[src/rtl/alu_op_decoder_if.sv]
// alu_op_decoder_if: instruction-issue channel and decoded-op channel, both valid/ready.
interface alu_op_decoder_if;
    logic        in_valid;
    logic        in_ready;
    logic [31:0] instr;
    logic        op_valid;
    logic        op_ready;
    logic [3:0]  op_sel;
    logic [4:0]  op_rs;
    logic [4:0]  op_rt;
    logic [4:0]  op_rd;
    logic        op_use_imm;
    logic [31:0] op_imm;
    logic        op_illegal;
    modport slave (
        input  in_valid, instr, op_ready,
        output in_ready, op_valid, op_sel, op_rs, op_rt, op_rd, op_use_imm, op_imm, op_illegal
    );
    modport master (
        output in_valid, instr, op_ready,
        input  in_ready, op_valid, op_sel, op_rs, op_rt, op_rd, op_use_imm, op_imm, op_illegal
    );
endinterface

[src/rtl/alu_op_decoder.sv]
// alu_op_decoder: MIPS word -> ALU select/operands, buffered in a DEPTH-entry FIFO.
// Optional ALU_DEC_STATS_EN adds a saturating illegal-entry counter o_ill_count.
module alu_op_decoder #(
    parameter int DEPTH = 4,
    parameter int CNT_W = 16
) (
    input  logic             clk,
    input  logic             rst_n,
    alu_op_decoder_if.slave  bus,
`ifdef ALU_DEC_STATS_EN
    output logic [CNT_W-1:0] o_ill_count,
`endif
    output logic [CNT_W-1:0] o_dec_count
);
    localparam int AW = $clog2(DEPTH);

    typedef struct packed {
        logic [3:0]  sel;
        logic [4:0]  rs;
        logic [4:0]  rt;
        logic [4:0]  rd;
        logic        use_imm;
        logic [31:0] imm;
        logic        illegal;
    } entry_t;

    entry_t           w_dec;
    entry_t           w_head;
    entry_t           r_mem [DEPTH];
    logic [AW:0]      r_wp;
    logic [AW:0]      r_rp;
    logic [CNT_W-1:0] r_dec_cnt;
    logic             w_full;
    logic             w_empty;
    logic             w_push;
    logic             w_pop;
    logic [5:0]       w_opc;
    logic [5:0]       w_fn;
    logic [31:0]      w_sext;
    logic [31:0]      w_zext;

    assign w_opc  = bus.instr[31:26];
    assign w_fn   = bus.instr[5:0];
    assign w_sext = {{16{bus.instr[15]}}, bus.instr[15:0]};
    assign w_zext = {16'h0, bus.instr[15:0]};

    always_comb begin
        w_dec         = '0;
        w_dec.rs      = bus.instr[25:21];
        w_dec.rt      = bus.instr[20:16];
        w_dec.rd      = (w_opc == 6'h00) ? bus.instr[15:11] : bus.instr[20:16];
        case (w_opc)
            6'h00: begin
                case (w_fn)
                    6'h24:   w_dec.sel = 4'd0;
                    6'h25:   w_dec.sel = 4'd1;
                    6'h20:   w_dec.sel = 4'd2;
                    6'h22:   w_dec.sel = 4'd6;
                    6'h2A:   w_dec.sel = 4'd7;
                    6'h27:   w_dec.sel = 4'd12;
                    default: w_dec.illegal = 1'b1;
                endcase
            end
            6'h08: begin w_dec.sel = 4'd2; w_dec.use_imm = 1'b1; w_dec.imm = w_sext; end
            6'h0C: begin w_dec.sel = 4'd0; w_dec.use_imm = 1'b1; w_dec.imm = w_zext; end
            6'h0D: begin w_dec.sel = 4'd1; w_dec.use_imm = 1'b1; w_dec.imm = w_zext; end
            6'h0A: begin w_dec.sel = 4'd7; w_dec.use_imm = 1'b1; w_dec.imm = w_sext; end
            6'h04: begin w_dec.sel = 4'd6; w_dec.imm = w_sext; end
            default: w_dec.illegal = 1'b1;
        endcase
    end

    assign w_empty = (r_wp == r_rp);
    assign w_full  = (r_wp[AW] != r_rp[AW]) && (r_wp[AW-1:0] == r_rp[AW-1:0]);
    // NOP words complete the handshake but never occupy an entry
    assign w_push  = bus.in_valid && !w_full && (bus.instr != 32'h0);
    assign w_pop   = !w_empty && bus.op_ready;
    assign w_head  = w_empty ? '0 : r_mem[r_rp[AW-1:0]];

    assign bus.in_ready   = !w_full;
    assign bus.op_valid   = !w_empty;
    assign bus.op_sel     = w_head.sel;
    assign bus.op_rs      = w_head.rs;
    assign bus.op_rt      = w_head.rt;
    assign bus.op_rd      = w_head.rd;
    assign bus.op_use_imm = w_head.use_imm;
    assign bus.op_imm     = w_head.imm;
    assign bus.op_illegal = w_head.illegal;
    assign o_dec_count    = r_dec_cnt;

    always_ff @(posedge clk or negedge rst_n) begin
        if (!rst_n) begin
            r_wp      <= '0;
            r_rp      <= '0;
            r_dec_cnt <= '0;
        end else begin
            if (w_push) begin
                r_wp      <= r_wp + 1'b1;
                r_dec_cnt <= r_dec_cnt + 1'b1;
            end
            if (w_pop) r_rp <= r_rp + 1'b1;
        end
    end

    always_ff @(posedge clk) begin
        if (w_push) r_mem[r_wp[AW-1:0]] <= w_dec;
    end

`ifdef ALU_DEC_STATS_EN
    logic [CNT_W-1:0] r_ill_cnt;

    assign o_ill_count = r_ill_cnt;

    always_ff @(posedge clk or negedge rst_n) begin
        if (!rst_n) r_ill_cnt <= '0;
        else if (w_push && w_dec.illegal && !(&r_ill_cnt)) r_ill_cnt <= r_ill_cnt + 1'b1;
    end
`endif
endmodule

[src/flat_wrapper.sv]
// flat-port wrapper written by rule: the top's interface ports become plain ports
module alu_op_decoder_flat 
#(
    parameter int DEPTH = 4,
    parameter int CNT_W = 16
)
  (clk, rst_n, o_dec_count, bus_in_valid, bus_instr, bus_op_ready, bus_in_ready, bus_op_valid, bus_op_sel, bus_op_rs, bus_op_rt, bus_op_rd, bus_op_use_imm, bus_op_imm, bus_op_illegal);
  alu_op_decoder_if bus_i ();
  input  logic clk;
  input  logic rst_n;
  output logic [CNT_W-1:0] o_dec_count;
  input wire logic [$bits(bus_i.in_valid)-1:0] bus_in_valid;
  input wire logic [$bits(bus_i.instr)-1:0] bus_instr;
  input wire logic [$bits(bus_i.op_ready)-1:0] bus_op_ready;
  output wire logic [$bits(bus_i.in_ready)-1:0] bus_in_ready;
  output wire logic [$bits(bus_i.op_valid)-1:0] bus_op_valid;
  output wire logic [$bits(bus_i.op_sel)-1:0] bus_op_sel;
  output wire logic [$bits(bus_i.op_rs)-1:0] bus_op_rs;
  output wire logic [$bits(bus_i.op_rt)-1:0] bus_op_rt;
  output wire logic [$bits(bus_i.op_rd)-1:0] bus_op_rd;
  output wire logic [$bits(bus_i.op_use_imm)-1:0] bus_op_use_imm;
  output wire logic [$bits(bus_i.op_imm)-1:0] bus_op_imm;
  output wire logic [$bits(bus_i.op_illegal)-1:0] bus_op_illegal;
  assign bus_i.in_valid = bus_in_valid;
  assign bus_i.instr = bus_instr;
  assign bus_i.op_ready = bus_op_ready;
  assign bus_in_ready = bus_i.in_ready;
  assign bus_op_valid = bus_i.op_valid;
  assign bus_op_sel = bus_i.op_sel;
  assign bus_op_rs = bus_i.op_rs;
  assign bus_op_rt = bus_i.op_rt;
  assign bus_op_rd = bus_i.op_rd;
  assign bus_op_use_imm = bus_i.op_use_imm;
  assign bus_op_imm = bus_i.op_imm;
  assign bus_op_illegal = bus_i.op_illegal;
  alu_op_decoder #(.DEPTH(DEPTH), .CNT_W(CNT_W)) u_core (.clk(clk), .rst_n(rst_n), .bus(bus_i), .o_dec_count(o_dec_count));
endmodule
[config.mk]
export PLATFORM = sky130hd
export DESIGN_NAME = alu_op_decoder_flat
export DESIGN_NICKNAME = d
export VERILOG_FILES = /design/src/rtl/alu_op_decoder_if.sv /design/src/rtl/alu_op_decoder.sv /design/src/flat_wrapper.sv
export SDC_FILE = /design/constraint.sdc
export NUM_CORES = 1
export LEC_CHECK = 0
export ABC_CLOCK_PERIOD_IN_PS = 7400
export BUFFER_PORTS_ARGS = -buffer_cell sky130_fd_sc_hd__buf_2
export CORE_MARGIN = 2
export CORE_UTILIZATION = 29
export DETAILED_ROUTE_END_ITERATION = 8
export GPL_TIMING_DRIVEN = 0
export PLACE_DENSITY_LB_ADDON = 0.2
export REMOVE_ABC_BUFFERS = 1
export SYNTH_ARGS = -nofsm -noshare
export SYNTH_HDL_FRONTEND = slang
export SYNTH_SLANG_ARGS = --single-unit
[constraint.sdc]
create_clock -name clk -period 7.4 [get_ports clk]
set_clock_uncertainty 0.2 [all_clocks]
set_input_delay 1.48 -clock clk [delete_from_list [all_inputs] [get_ports clk]]
set_output_delay 1.48 -clock clk [all_outputs]
set_load 0.02 [all_outputs]
==> summary.md, run 1 <==
| Metric | Value |
|---|---|
| Via density | 4.56 |
| Crit-path max FO | 41 |
| Netlist cell types | 44 |
| Number of nets in the layout | 568 |
| H-tree depth | 4 |
| Initial antenna violation count | 1 |
| Peak supply drop | 0.000241 V |
| Post-route minimum period | 4260 ps |
| Cell taking the most area after synthesis | edfxtp_1 |
| Endpoints failing setup | 0 |
| Final Cycle Share | 0.576 |
| Rows | 58 |
| First drt pass iteration count | 5 |
| Int Pwr | 2470 µW |
| Placed Area | 8330 µm² |
| Seq cells post-synth | 174 |
| Worst Path Arrival | 2580 ps |
| Post-DP HPWL | 10200 µm |
| Hold buffer count at cts | 0 |
| CP endpoint kind | primary output |
| Ys Warns | 0 |
| Drt wl/cell | 18.6 µm |
| DIE AREA | 27000 µm² |
| Critical path startpoint | u_core.r_rp[0]$_DFFE_PN0P_ |
| DR iter-0 viols | 206 |
| Net switching power | 1540 µW |
| Total CTS buffers | 17 |
| Non-Filler Cell Area, Final | 8930 µm² |
| Post-CTS setup buffers | 0 |
| CTS resizes | 0 |
| Vias in the first global route | 4302 |
| Startpoint Class | flop |
| Clock network fraction of total power | 0.222 |
| Leakage power | 0.00319 µW |
| Max-cap violations | 0 |
| Vias | 3971 |
| Largest net degree at the start of global routing | 42 |
| Ranking of synthesized cells by area | edfxtp_1 61%, mux4_2 11%, dfrtp_1 7.4% |
| Chip height | 164 µm |
| Mapped cell area | 7450 µm² |
| Sequential share of the synthesized area | 0.687 |
| Final hold violations | 0 |
| Reg clk slew, reported paths | 70 ps |
| GPL Wtd Cong | 0.750 |
| Initial core utilization | 0.296 |
| Share of power burned in registers | 0.355 |
| Logic pwr share | 0.423 |
| Status | finished, final reports clean |
| Clk root buf | clkbuf_16 |
| Pwr/cell area | 449 nW/µm² |
| TNS Setup | 0 ps |
| First-pass GRT wire length | 24700 µm |
| CTS tree | built |
| Fmax | 0.235 GHz |
| Hold Crit Start | u_core.o_dec_count[15]$_DFFE_PN0P_ |
| Clock Sinks | 174 |
| Buffers on Ports | 106 |
| Worst hold path class | flop to flop |
| Worst Tran Pin Value | 830 ps |
| Layout overhead on the synthesized area | 19.9% |
| Switching part of the total power | 0.384 |
| Clk_lat worst skew | 420 ps |
| RSZ-0062 raised after global routing | false |
| Slew HR | 0.446 |
| CP required | 5720 ps |
| Avg Cell Area, Syn | 17.4 µm² |
| Worst r2r src | u_core.r_rp[0]$_DFFE_PN0P_ |
| Ports | 107 |
| Top-area cell type share of the netlist area | 0.613 |
| Share of cells above drive strength 1 | 0.382 |
| Detail Route Antenna Nets | 0 |
| Cells after synthesis | 428 |
| Placeable Area | 25200 µm² |
| Die width | 164 µm |
| Total GRT Usage | 0.126 |
| DRC Markers | 0 |
| Post-Route WL | 16200 µm |
| Clock Path Buffers | 2 |
| Grt ovf | 0 |
| Critical path type | flop to primary output |
| Slew Limit Fails | 0 |
==> critical path: stages (launching register included) <==
cell and delay (ps):
dfrtp_4 590, xor2_1 200, nor2_1 70, nand2_2 600, and2_1 440, buf_2 240
==> power by group through the flow <==
stage                     sequential, µW  clock (µW)  combinational [µW]
final                               1420         891                1700
after global routing                1450         953                1860
after CTS                           1430         913                1750
after detailed placement            1450           0                1750
after global placement              1540           0                1610
after floorplan                     1490           0                1050
==> flip-flops by register name, summed over array words and instances (netlist names) <==
| register | flops |
|---|---|
| u_core.r_rp | 3 |
| u_core.r_mem | 152 |
| u_core.o_dec_count | 16 |
| u_core.r_wp | 3 |
==> synthesized netlist by cell type <==
cell type,count
edfxtp_1,152
and2_1,55
mux4_2,38
dfrtp_1,22
xnor2_1,19
buf_4,17
nor2_1,12
and3_1,11
clkbuf_1,10
nand2_1,8
nand3_1,8
inv_1,7
mux2_2,7
ha_1,6
nand3_2,5
nor4_1,5
a21oi_1,4
nand4_1,4
nor3_1,4
buf_2,3
o21ai_0,3
xor2_1,3
a31oi_1,2
nor2b_1,2
o22ai_1,2
a31oi_4,1
and3_4,1
and4_1,1
buf_1,1
buf_6,1
mux2_1,1
mux2i_1,1
nand2_2,1
nand2_4,1
nand2b_1,1
nand4_4,1
nand4bb_1,1
nor3_4,1
nor3b_1,1
o21a_1,1
or2_1,1
or2_2,1
or3_1,1
or3_4,1
==> cell type report <==
type                       count  area [µm²]
inverter                       7        26.3
sequential                   174        5120
clock inverter                14         169
tap                          330         413
clock buffer                  18         429
fill                        2413       16300
multi-input combinational    215        2120
timing repair buffer         111         653
antenna                        1        2.50
==> metal layers <==
| layer | GRT usage | part of all wire | vias to the layer above |
|---|---|---|---|
| li1 | - | - | 1823 |
| met1 | 0.153 | 0.42 | 2052 |
| met2 | 0.223 | 0.52 | 88 |
| met3 | 0.0371 | 0.049 | 8 |
| met4 | 0.0275 | 0.0056 | 0 |
| met5 | 0 | 0 | - |
==> kinds of logic after synthesis <==
kind of cell | share of synthesized area
buf+inv | 0.0297
fa+ha+maj | 0.0101
simple gates | 0.107
compound gates | 0.0119
xor+xnor | 0.0259
mux | 0.128
flops | 0.687
==> placed cells by master, fill, tap and decap left out, types with 4 or more instances in the layout <==
cell type  instances
inv_8              5
ha_1               6
nand3_1            8
mux4_2            38
edfxtp_1         152
and3_1             8
nor3_1             4
clkbuf_16         17
and2_1            55
xnor2_1           19
nand2_1            7
nor4_1             5
buf_2            106
dfrtp_1           20
a21oi_1            4
nand3_2            5
nor2_1            12
mux2_2             7
nand4_1            4
inv_1              7
==> final timing paths <==
kind / to / cells after the start / slack, ps
worst max-delay path: bus_op_imm[30] / 5 / 3140
worst min register to register: u_core.o_dec_count[15]$_DFFE_PN0P_ / 1 / 290
worst max register to register: u_core.r_mem[1][34]$_DFFE_PP_ / 5 / 4370
max in group asynchronous: u_core.r_rp[0]$_DFFE_PN0P_ / 1 / 5780
min in group asynchronous: u_core.o_dec_count[2]$_DFFE_PN0P_ / 1 / 820
worst min-delay path: u_core.o_dec_count[15]$_DFFE_PN0P_ / 1 / 290
==> per-stage QoR <==
step                      hold slack [ps]  instances  setup slack (ps)  power, µW  utilization
after floorplan                       262        396               912       2540            -
after global placement                258        832              1050       3150        0.325
after detailed placement              273        837              3230       3200        0.331
after CTS                             290        869              3010       4100        0.354
after global routing                  309        869              2860       4260        0.354
final                                 285        870              3140       4010        0.355
(Power assumes the default switching activity.)
==> inputs of run 2 (changes only) <==
ABC_CLOCK_PERIOD_IN_PS = 3800   (was 7400)
clock period = 3.8 ns   (was 7.4 ns; I/O delays follow)
==> run 2 against run 1 <==
Effect of this change: combinational power up 95%; critical path depth down 1; sequential power up 95%; power up 95%; critical path type unchanged.
==> summary.md, run 2 (synthesis results as in run 1) <==
| Metric | Value |
|---|---|
| Initial antenna violation count | 1 (unchanged) |
| Via density | 4.56 (about the same) |
| Rows | 58 (unchanged) |
| Post-DP HPWL | 10200 µm (unchanged) |
| Clock Path Buffers | 2 (unchanged) |
| Total GRT Usage | 0.126 (unchanged) |
| H-tree depth | 4 (unchanged) |
| Net switching power | 3010 µW (+95%) |
| Total power | 7820 µW (+95%) |
| Buffers on Ports | 106 (unchanged) |
| Switching part of the total power | 0.384 (+0.000581) |
| Chip height | 164 µm (unchanged) |
| RSZ-0062 raised after global routing | false |
| Most frequent cells in the layout | 152 x edfxtp_1, 106 x buf_2, 55 x and2_1, 38 x mux4_2, 20 x dfrtp_1 |
| Number of nets in the layout | 568 (unchanged) |
| Clock Sinks | 174 (unchanged) |
| CTS tree | built |
| Peak supply drop | 0.000468 V (+95%) |
| Post-CTS setup buffers | 0 (unchanged) |
| Ports | 107 (unchanged) |
| Fmax | 0.301 GHz |
| Share of power burned in registers | 0.354 (about the same) |
| Die width | 164 µm (unchanged) |
| Most common cell after layout, fill and taps aside | edfxtp_1 |
| Final hold violations | 0 (unchanged) |
| Detail Route Antenna Nets | 0 (unchanged) |
| Drt wl/cell | 18.6 µm (about the same) |
| Seq. cell area | 5120 µm² (unchanged) |
| GPL Wtd Cong | 0.750 (unchanged) |
| Crit-path max FO | 32 (-22%) |
| Slew HR | 0.448 (+0.00115) |
| Worst hold path class | input port to asynchronous set/reset pin |
| Worst Tran Pin Value | 829 ps (-1.73 ps) |
| Placeable Area | 25200 µm² (unchanged) |
| Int Pwr | 4820 µW (+95%) |
| Area of the multi-input gates | 2120 µm² (+0.24%) |
| Max-cap violations | 0 (unchanged) |
| Vias in the first global route | 4302 (unchanged) |
| Final setup margin | 473 ps (-2660 ps) |
| Worst r2r src | u_core.r_rp[0]$_DFFE_PN0P_ |
| Share of cells above drive strength 1 | 0.382 (unchanged) |
| Layout overhead on the synthesized area | 20.0% (about the same) |
| Slew Limit Fails | 0 (unchanged) |
| Clock network fraction of total power | 0.222 (about the same) |
| First-pass GRT wire length | 24700 µm (unchanged) |
| Logic pwr share | 0.424 (about the same) |
| Worst Path Arrival | 2370 ps (-210 ps) |
| DP Worst Slack | 348 ps (-2880 ps) |
| Post-route minimum period | 3330 ps |
| CP endpoint kind | primary output |
| Grt ovf | 0 (unchanged) |
| DRC Markers | 0 (unchanged) |
| CP cell instances | buf_16, mux4_2, and2_1, buf_2 |
| Critical path type | flop to primary output |
| Clk root buf | clkbuf_16 |
| Final core utilization | 0.355 (about the same) |
| First drt pass iteration count | 5 (unchanged) |
| # fillers | 2412 (-0.041%) |
| Worst path max stage delay | 580 ps (-20 ps) |
| Startpoint Class | flop |
| Largest net degree at the start of global routing | 42 (unchanged) |
| Endpoints failing setup | 0 (unchanged) |
| Post-Route WL | 16200 µm (about the same) |
| Total CTS buffers | 17 (unchanged) |
| Leakage power | 0.00319 µW (+0.20%) |
| Pwr/cell area | 876 nW/µm² (+95%) |
| Critical-path top delay cell | dfrtp_4 |
| Status | finished, final reports clean |
| Final Cycle Share | 0.876 |
| Reg clk slew, reported paths | 70 ps (about the same) |
| Critical path startpoint | u_core.r_rp[0]$_DFFE_PN0P_ |
| Vias | 3970 (-0.025%) |
| DR iter-0 viols | 205 (-0.49%) |
| Initial core utilization | 0.296 (unchanged) |
| DIE AREA | 27000 µm² (unchanged) |
| Clk_lat worst skew | 420 ps (about the same) |
| Max reg flops | 152 (unchanged) |
| CP required | 2840 ps (-2880 ps) |
==> run 2: timing repair <==
item                                    in CTS  in global routing
endpoints found under the setup margin       0                 16
hold buffers                                 0                  0
gates resized for setup                      0                  1
==> run 2: path summary, 6_finish.rpt <==
kind                            depth (start not counted)                            endpoint  slack, ps
worst min-delay path                                    1   u_core.o_dec_count[2]$_DFFE_PN0P_        100
worst min register to register                          1  u_core.o_dec_count[15]$_DFFE_PN0P_        290
min in group clk                                        1  u_core.o_dec_count[15]$_DFFE_PN0P_        290
worst max register to register                          5       u_core.r_mem[1][34]$_DFFE_PP_        760
worst max-delay path                                    4                      bus_op_imm[30]        470
max in group asynchronous                               1          u_core.r_rp[0]$_DFFE_PN0P_       2900
==> run 2: power by group through the flow <==
| stage | combinational (µW) | sequential (µW) | clock (µW) |
|---|---|---|---|
| finish | 3320 | 2770 | 1730 |
| global route | 3630 | 2820 | 1860 |
| CTS | 3420 | 2780 | 1780 |
| detailed placement | 3410 | 2820 | 0 |
| global placement | 3140 | 3000 | 0 |
| floorplan | 2010 | 2910 | 0 |
==> run 2: final cells by class <==
class	count	share of cell area
Antenna cell	1	0.000280
Clock inverter	14	0.0189
Timing Repair Buffer	111	0.0731
Tap cell	330	0.0462
Sequential cell	174	0.573
Clock buffer	18	0.0480
Multi-Input combinational cell	215	0.237
Inverter	7	0.00294
==> run 2: per-stage QoR <==
stage               hold slack, ps  cell area (µm²)  cells  TNS, ps
floorplan                      262             7250    396   -72440
global placement               258             8190    832  -389500
detailed placement             273             8330    837        0
CTS                            111             8930    869        0
global route                   128             8930    869        0
finish                         105             8930    870        0
==> run 2: critical path, delay by kind of cell, from the launching register on <==
kind / cells / cell delay (ps)
DFF: 1 / 580
and+or+nand+nor: 1 / 280
buffers and inverters: 2 / 520
muxes: 1 / 550
==> run 2: metal layers <==
layer,share of wire,vias to the layer above,global-route usage,routed length (µm)
met3,0.049,8,0.0371,786
met5,0,-,0,0
met4,0.0056,0,0.0275,91
li1,-,1822,-,-
met2,0.52,88,0.223,8420
met1,0.42,2052,0.153,6860
